## config.mk

```make
export PLATFORM = sky130hd
export DESIGN_NAME = mouse_cursor_ctrl_flat
export DESIGN_NICKNAME = d
export VERILOG_FILES = /design/src/rtl/mouse_cursor_ctrl_if.sv /design/src/rtl/mouse_cursor_ctrl.sv /design/src/flat_wrapper.sv
export SDC_FILE = /design/constraint.sdc
export NUM_CORES = 1
export LEC_CHECK = 0
export CAP_MARGIN = 20
export CORE_MARGIN = 2
export CORE_UTILIZATION = 45
export CTS_BUF_LIST = sky130_fd_sc_hd__clkbuf_8 sky130_fd_sc_hd__clkbuf_16
export CTS_CLUSTER_SIZE = 10
export DETAILED_ROUTE_END_ITERATION = 8
export GPL_TIMING_DRIVEN = 0
export PLACE_DENSITY_LB_ADDON = 0.08
export SKIP_LAST_GASP = 1
export SLEW_MARGIN = 25
export SYNTH_ARGS = -nofsm -noshare
export SYNTH_HDL_FRONTEND = slang
export SYNTH_SLANG_ARGS = --single-unit
```

## constraint.sdc

```tcl
create_clock -name clk -period 2.84 [get_ports clk]
set_input_delay 0.568 -clock clk [delete_from_list [all_inputs] [get_ports clk]]
set_output_delay 0.568 -clock clk [all_outputs]
set_load 0.03 [all_outputs]
```

## src/rtl/mouse_cursor_ctrl_if.sv

```systemverilog
// Bus bundle for the mouse cursor controller: PS/2 byte input,
// frame pulse, and the sprite origin / status outputs.
interface mouse_cursor_ctrl_if;
    logic [7:0]  rx_data;
    logic        rx_valid;
    logic        frame_start;
    logic [10:0] x0;
    logic [10:0] y0;
    logic [2:0]  btn;
    logic        pkt_done;
    logic        pos_update;
    logic [7:0]  sync_err;

    modport master (
        output rx_data, rx_valid, frame_start,
        input  x0, y0, btn, pkt_done, pos_update, sync_err
    );

    modport slave (
        input  rx_data, rx_valid, frame_start,
        output x0, y0, btn, pkt_done, pos_update, sync_err
    );
endinterface

```

## src/rtl/mouse_cursor_ctrl.sv

```systemverilog
// PS/2 mouse packet assembler with per-frame clamped sprite origin
// update, button latch and framing error counter.
module mouse_cursor_ctrl #(
    parameter int X_MAX   = 639,
    parameter int Y_MAX   = 479,
    parameter int X_INIT  = 320,
    parameter int Y_INIT  = 240,
    parameter int ACC_W   = 12,
    parameter int TIMEOUT = 100000
) (
    input logic clk,
    input logic rst_n,
    mouse_cursor_ctrl_if.slave bus
);
    typedef enum logic [1:0] {B0, B1, B2} state_t;

    localparam int TO_W = $clog2(TIMEOUT + 1);
    localparam logic [TO_W-1:0] TO_LIM = TO_W'(TIMEOUT - 1);
    localparam logic [14:0] XM = 15'(X_MAX);
    localparam logic [14:0] YM = 15'(Y_MAX);
    localparam logic [10:0] XI = 11'(X_INIT);
    localparam logic [10:0] YI = 11'(Y_INIT);
    localparam logic signed [ACC_W-1:0] AMAX = {1'b0, {(ACC_W-1){1'b1}}};
    localparam logic signed [ACC_W-1:0] AMIN = {1'b1, {(ACC_W-1){1'b0}}};

    state_t                   r_state;
    logic [TO_W-1:0]          r_to;
    logic [7:0]               r_b0;
    logic [7:0]               r_b1;
    logic signed [ACC_W-1:0]  r_acc_x;
    logic signed [ACC_W-1:0]  r_acc_y;
    logic [10:0]              r_x0;
    logic [10:0]              r_y0;
    logic [2:0]               r_btn;
    logic                     r_pkt_done;
    logic                     r_pos_upd;
    logic [7:0]               r_sync;

    logic                     w_commit;
    logic                     w_to_hit;
    logic signed [8:0]        w_dx;
    logic signed [8:0]        w_dy;
    logic signed [ACC_W-1:0]  w_base_x;
    logic signed [ACC_W-1:0]  w_base_y;
    logic signed [ACC_W:0]    w_sum_x;
    logic signed [ACC_W:0]    w_sum_y;
    logic signed [ACC_W-1:0]  w_nacc_x;
    logic signed [ACC_W-1:0]  w_nacc_y;
    logic signed [15:0]       w_nx;
    logic signed [15:0]       w_ny;
    logic [10:0]              w_cx;
    logic [10:0]              w_cy;

    function automatic logic signed [ACC_W-1:0] sat(
        input logic signed [ACC_W:0] v
    );
        if (v[ACC_W] != v[ACC_W-1])
            return v[ACC_W] ? AMIN : AMAX;
        return v[ACC_W-1:0];
    endfunction

    assign w_commit = (r_state == B2) && bus.rx_valid;
    assign w_to_hit = (r_to == TO_LIM);

    // Overflow pins the delta to the extreme of its sign
    always_comb begin
        w_dx = {r_b0[4], r_b1};
        w_dy = {r_b0[5], bus.rx_data};
        if (r_b0[6]) w_dx = r_b0[4] ? 9'h100 : 9'h0FF;
        if (r_b0[7]) w_dy = r_b0[5] ? 9'h100 : 9'h0FF;
    end

    // A commit coinciding with frame_start lands in a fresh accumulator
    always_comb begin
        w_base_x = bus.frame_start ? '0 : r_acc_x;
        w_base_y = bus.frame_start ? '0 : r_acc_y;
        w_sum_x  = {w_base_x[ACC_W-1], w_base_x}
                 + {{(ACC_W-8){w_dx[8]}}, w_dx};
        w_sum_y  = {w_base_y[ACC_W-1], w_base_y}
                 - {{(ACC_W-8){w_dy[8]}}, w_dy};
        w_nacc_x = w_commit ? sat(w_sum_x) : w_base_x;
        w_nacc_y = w_commit ? sat(w_sum_y) : w_base_y;
    end

    always_comb begin
        w_nx = $signed({5'b0, r_x0})
             + {{(16-ACC_W){r_acc_x[ACC_W-1]}}, r_acc_x};
        w_ny = $signed({5'b0, r_y0})
             + {{(16-ACC_W){r_acc_y[ACC_W-1]}}, r_acc_y};
        w_cx = w_nx[10:0];
        w_cy = w_ny[10:0];
        if (w_nx[15])            w_cx = '0;
        else if (w_nx[14:0] > XM) w_cx = XM[10:0];
        if (w_ny[15])            w_cy = '0;
        else if (w_ny[14:0] > YM) w_cy = YM[10:0];
    end

    always_ff @(posedge clk or negedge rst_n) begin
        if (!rst_n) begin
            r_state    <= B0;
            r_to       <= '0;
            r_b0       <= '0;
            r_b1       <= '0;
            r_acc_x    <= '0;
            r_acc_y    <= '0;
            r_x0       <= XI;
            r_y0       <= YI;
            r_btn      <= '0;
            r_pkt_done <= 1'b0;
            r_pos_upd  <= 1'b0;
            r_sync     <= '0;
        end else begin
            r_pkt_done <= 1'b0;
            r_pos_upd  <= 1'b0;
            r_acc_x    <= w_nacc_x;
            r_acc_y    <= w_nacc_y;
            if (bus.frame_start) begin
                r_x0      <= w_cx;
                r_y0      <= w_cy;
                r_pos_upd <= 1'b1;
            end
            if (r_state == B0 || bus.rx_valid || w_to_hit)
                r_to <= '0;
            else
                r_to <= r_to + 1'b1;
            unique case (r_state)
                B0: begin
                    if (bus.rx_valid) begin
                        if (bus.rx_data[3]) begin
                            r_b0    <= bus.rx_data;
                            r_state <= B1;
                        end else if (r_sync != 8'hFF) begin
                            r_sync <= r_sync + 1'b1;
                        end
                    end
                end
                B1: begin
                    if (bus.rx_valid) begin
                        r_b1    <= bus.rx_data;
                        r_state <= B2;
                    end else if (w_to_hit) begin
                        r_state <= B0;
                    end
                end
                B2: begin
                    if (bus.rx_valid) begin
                        r_state    <= B0;
                        r_pkt_done <= 1'b1;
                        r_btn      <= r_b0[2:0];
                    end else if (w_to_hit) begin
                        r_state <= B0;
                    end
                end
                default: r_state <= B0;
            endcase
        end
    end

    assign bus.x0         = r_x0;
    assign bus.y0         = r_y0;
    assign bus.btn        = r_btn;
    assign bus.pkt_done   = r_pkt_done;
    assign bus.pos_update = r_pos_upd;
    assign bus.sync_err   = r_sync;
endmodule

```

## src/flat_wrapper.sv

```systemverilog
// flat-port wrapper written by rule: the top's interface ports become plain ports
module mouse_cursor_ctrl_flat 
#(
    parameter int X_MAX   = 639,
    parameter int Y_MAX   = 479,
    parameter int X_INIT  = 320,
    parameter int Y_INIT  = 240,
    parameter int ACC_W   = 12,
    parameter int TIMEOUT = 100000
)
  (clk, rst_n, bus_rx_data, bus_rx_valid, bus_frame_start, bus_x0, bus_y0, bus_btn, bus_pkt_done, bus_pos_update, bus_sync_err);
  mouse_cursor_ctrl_if bus_i ();
  input logic clk;
  input logic rst_n;
  input wire logic [$bits(bus_i.rx_data)-1:0] bus_rx_data;
  input wire logic [$bits(bus_i.rx_valid)-1:0] bus_rx_valid;
  input wire logic [$bits(bus_i.frame_start)-1:0] bus_frame_start;
  output wire logic [$bits(bus_i.x0)-1:0] bus_x0;
  output wire logic [$bits(bus_i.y0)-1:0] bus_y0;
  output wire logic [$bits(bus_i.btn)-1:0] bus_btn;
  output wire logic [$bits(bus_i.pkt_done)-1:0] bus_pkt_done;
  output wire logic [$bits(bus_i.pos_update)-1:0] bus_pos_update;
  output wire logic [$bits(bus_i.sync_err)-1:0] bus_sync_err;
  assign bus_i.rx_data = bus_rx_data;
  assign bus_i.rx_valid = bus_rx_valid;
  assign bus_i.frame_start = bus_frame_start;
  assign bus_x0 = bus_i.x0;
  assign bus_y0 = bus_i.y0;
  assign bus_btn = bus_i.btn;
  assign bus_pkt_done = bus_i.pkt_done;
  assign bus_pos_update = bus_i.pos_update;
  assign bus_sync_err = bus_i.sync_err;
  mouse_cursor_ctrl #(.X_MAX(X_MAX), .Y_MAX(Y_MAX), .X_INIT(X_INIT), .Y_INIT(Y_INIT), .ACC_W(ACC_W), .TIMEOUT(TIMEOUT)) u_core (.clk(clk), .rst_n(rst_n), .bus(bus_i));
endmodule
```

==> results.py <==
metrics = {
    "setup_path": {
        "critical_path_s_slowest_cell": "sky130_fd_sc_hd__dfrtp_2",
        "critical_path.reg2reg.startpoint": "u_core.r_b0[7]$_DFFE_PN0P_",
        "setup.worst_path.end_class": "flip-flop",
        "worst_path_most_repeated_cell": "sky130_fd_sc_hd__o311ai_4",
        "reg2reg_depth": 12,
        "cpLargestDelayFamily": "compound AO/OA/AOI/OAI gates",
        "crit_arrival_ps": 3090,
        "crit_fanout": 7,
        "critical_path.max_stage_delay_ps": 470,
        "crit_path_cell_trace": "inv_4 -> nor2_4 -> a21oi_2 -> ha_1 -> nor2b_4 -> o31a_1 -> o311ai_4 -> nand2_2 -> o311ai_4 -> buf_4 -> a21oi_1 -> o21ai_0",
        "r2r_setup_slack_ps": 20,
        "crit_path_required_time_ps": 3110,
        "timing.rr.end": "u_core.r_acc_y[7]$_DFF_PN0_",
        "cp_num_buf_inv": 2,
        "criticalPathCategory": "reg -> reg",
        "crit_cells": 12,
        "start_kind": "flip-flop",
    },
    "yosys": {
        "ys_ff_latch": 93,
        "compound_gate_portion_of_the_synthesized_area_pct": 21.59,
        "synthCells": 676,
        "mappedNetlistNets": 740,
        "synth.area.mux_share_pct": 2.155,
        "yosys-top-cells-area": "sky130_fd_sc_hd__dfrtp_1, sky130_fd_sc_hd__ha_1, sky130_fd_sc_hd__o21ai_0",
        "synth-simple-area-share_pct": 17.26,
        "synth_enable_flop_cells": 0,
        "seq_area_frac_synth_pct": 37.58,
        "synth_xor_xnor_area_share_pct": 6.908,
        "ys.warnings.count": 0,
        "synthAdderAreaFrac_pct": 10.96,
        "synth_top_flop_cell": "sky130_fd_sc_hd__dfrtp_1",
        "syn-cell-area_sq_um": 6212,
        "synth_commonest_cells": "sky130_fd_sc_hd__dfrtp_1, sky130_fd_sc_hd__nor2_1, sky130_fd_sc_hd__nand2_1, sky130_fd_sc_hd__ha_1, sky130_fd_sc_hd__o21ai_0",
        "synth.top_cell.area_share_pct": 35.05,
        "post_synth_num_cell_types": 69,
        "synth_top_family_by_area": "compound AO/OA/AOI/OAI gates",
        "dominant_cell_by_count_in_the_synthesized_netlist": "sky130_fd_sc_hd__dfrtp_1",
        "syn_area_per_cell_sq_um": 9.190,
        "synth_top_area_cell": "sky130_fd_sc_hd__dfrtp_1",
        "synthArstFlopShare_pct": 100.0,
    },
    "floorplanning": {
        "core_area_sq_um": 13350,
        "die_w_um": 121.5,
        "dieHeight_um": 121.5,
        "fp-row-count": 42,
        "die-area_sq_um": 14760,
        "starting_density_pct": 46.54,
        "pin_count": 47,
    },
    "layout": {
        "final_layout_size_suffix_gt1_share_pct": 23.06,
        "areaGrowthSynthToFinish_pct": 30.47,
        "multiInputGateArea_sq_um": 4096,
        "antenna_cells_inserted": 0,
        "fillers": 1138,
        "final_net_count": 844,
        "final_area_sq_um": 8105,
        "seq_area_sq_um": 2338,
    },
    "cts": {
        "clk_pin_slew_ps": 60,
        "tritoncts_clock_tree": "done",
        "maximum_count_of_clock_buffers_along_a_single_path": 2,
        "htreeDepth": 3,
        "tritoncts.num_buffers": 9,
        "cts_root_buffer": "sky130_fd_sc_hd__clkbuf_16",
        "clk-insertion-delay-late_ps": 350,
        "cts_sinks": 93,
    },
    "placed_design": {
        "placed_area_sq_um": 6992,
        "pre_cts_ws_ps": -879.1,
        "gp_congestion": 0.8697,
        "place.detailed.hpwl_mm": 10.93,
        "portBuffers": 46,
    },
    "hold_path": {
        "min_path_type": "in -> async",
    },
    "power": {
        "vdd_ir_max_uv": 530.7,
        "power_per_cell_area_nw_per_um2": 890.4,
        "leakage_nw": 3.675,
    },
    "timing": {
        "period_minus_slack_ps": 2822,
        "slew_viol_final": 0,
        "clock.fmax_mhz": 354.4,
        "tightest_slew_ps": 634.7,
        "setup_slack_ps": 18.12,
        "report.final.hold_viol_count": 0,
        "worst_clock_skew_ps": 6.086,
        "unrepaired_setup_endpoints_after_global_routing": "yes",
        "final_min_period_over_clock_period_pct": 99.36,
        "setup_viol_count_final": 0,
        "slew_headroom_pct": 57.69,
    },
    "detailed_routing": {
        "detail_route.first_pass.iterations": 4,
        "via_count": 5295,
        "drt_drc_violations_left": 0,
        "routed_wire_length_per_instance_um": 15.88,
        "routed_wirelength_mm": 15.26,
        "vias_per_cell": 5.510,
        "final_antenna_net_count": 0,
        "drt_first_iter_violations": 244,
    },
    "job": {
        "drv.max_cap_violation_count": 0,
    },
    "global_route": {
        "grt_pass1_wl_mm": 25.09,
        "grt_remaining_overflow": 0,
        "grt_start_max_net_pins": 71,
        "via_count_of_the_first_global_routing_pass": 5285,
        "grt_util_all_layers_pct": 21.26,
        "antenna_found_initial": 0,
    },
    "run_status": {
        "outcome": "finished clean",
    },
}
==> metrics by stage <==
stage          setup TNS, ps  instances  utilization, %  total power (W)  hold slack [ps]
2_1_floorplan              0        676               -         0.004454            272.4
5_1_grt               -871.3        961           60.72         0.007738            77.12
3_3_place_gp         -219000        898           52.17         0.005268            452.5
6_report                   0        961           60.72         0.007217            68.29
4_1_cts                    0        939           58.09         0.006873            69.79
3_5_place_dp          -19530        899           52.38         0.005370            440.6
==> power breakdown <==
group / switching (W) / internal [W]
Clock: 0.000496 / 0.000607
Sequential: 0.000285 / 0.00168
Combinational: 0.00223 / 0.00192
==> cell families after synthesis <==
logic type	after synthesis
AOI/OAI and AO/OA	194
xor gates and xnor gates	49
adders and majority gates	52
buffers and inverters	56
DFF	93
muxes	12
and+or+nand+nor	220
==> worst reg2reg max path, stage by stage (launching register included) <==
cell	delay (ps)
sky130_fd_sc_hd__dfrtp_2	470
sky130_fd_sc_hd__inv_4	110
sky130_fd_sc_hd__nor2_4	50
sky130_fd_sc_hd__a21oi_2	140
sky130_fd_sc_hd__ha_1	250
sky130_fd_sc_hd__nor2b_4	130
sky130_fd_sc_hd__o31a_1	360
sky130_fd_sc_hd__o311ai_4	270
sky130_fd_sc_hd__nand2_2	120
sky130_fd_sc_hd__o311ai_4	410
sky130_fd_sc_hd__buf_4	220
sky130_fd_sc_hd__a21oi_1	60
sky130_fd_sc_hd__o21ai_0	140
==> flip-flops by register name, summed over array words and instances, names as in the netlist <==
| name | count |
|---|---|
| u_core.r_to | 17 |
| u_core.r_state | 2 |
| u_core.bus.sync_err | 8 |
| u_core.bus.pkt_done | 1 |
| u_core.r_b0 | 7 |
| u_core.r_acc_y | 12 |
| u_core.r_acc_x | 12 |
| u_core.r_b1 | 8 |
| u_core.bus.pos_update | 1 |
| u_core.bus.x0 | 11 |
| u_core.bus.btn | 3 |
| u_core.bus.y0 | 11 |
==> repair_timing <==
action	CTS	global route
gates cloned	4	1
setup endpoints to repair	24	37
resized for setup	93	57
hold buffers	0	0
buffers inserted	22	22
pin swaps	29	33
==> layout make-up <==
class,instances,area share [%]
buffer,17,1.683
clock buffer,10,2.948
clock inverter,6,0.3859
inverter,36,1.760
multi-input combinational,527,50.54
sequential,93,28.85
tap,176,2.717
timing repair buffer,96,11.11
==> layer usage <==
| layer | GRT usage (%) | vias to the layer above | share of wire [%] |
|---|---|---|---|
| met5 | 0 | - | 0 |
| met4 | 7.687 | 0 | 1.6 |
| met3 | 3.477 | 20 | 3.4 |
| met2 | 35.96 | 99 | 48 |
| met1 | 27.44 | 2553 | 47 |
| li1 | - | 2623 | - |
==> how the worst max path moves through the flow <==
stage,slack (ps),startpoint,end
6_report,20,u_core.r_b0[7]$_DFFE_PN0P_,u_core.r_acc_y[7]$_DFF_PN0_
4_1_cts,0.3,u_core.r_b0[6]$_DFFE_PN0P_,u_core.r_acc_x[10]$_DFF_PN0_
3_5_place_dp,-880,bus_frame_start,u_core.r_acc_y[1]$_DFF_PN0_
5_1_grt,-80,u_core.r_b0[7]$_DFFE_PN0P_,u_core.r_acc_y[1]$_DFF_PN0_
2_1_floorplan,10,bus_frame_start,u_core.r_acc_x[3]$_DFF_PN0_
3_3_place_gp,-2240,rst_n,u_core.bus.sync_err[3]$_DFFE_PN0P_
==> cell usage in the layout (no fill, tap or decap), drive strengths merged, types with 13 or more instances in the layout <==
cell type	Yosys	final
nor2	63	63
a21o	16	16
o21ai	51	51
xor2	25	25
nand2	62	62
dfrtp	87	87
ha	48	48
clkdlybuf4s50	0	37
nor2b	30	30
a21oi	39	39
inv	35	37
nand3	13	13
buf	6	56
xnor2	24	24
clkbuf	14	23
Power figures use the tool's default switching activity.
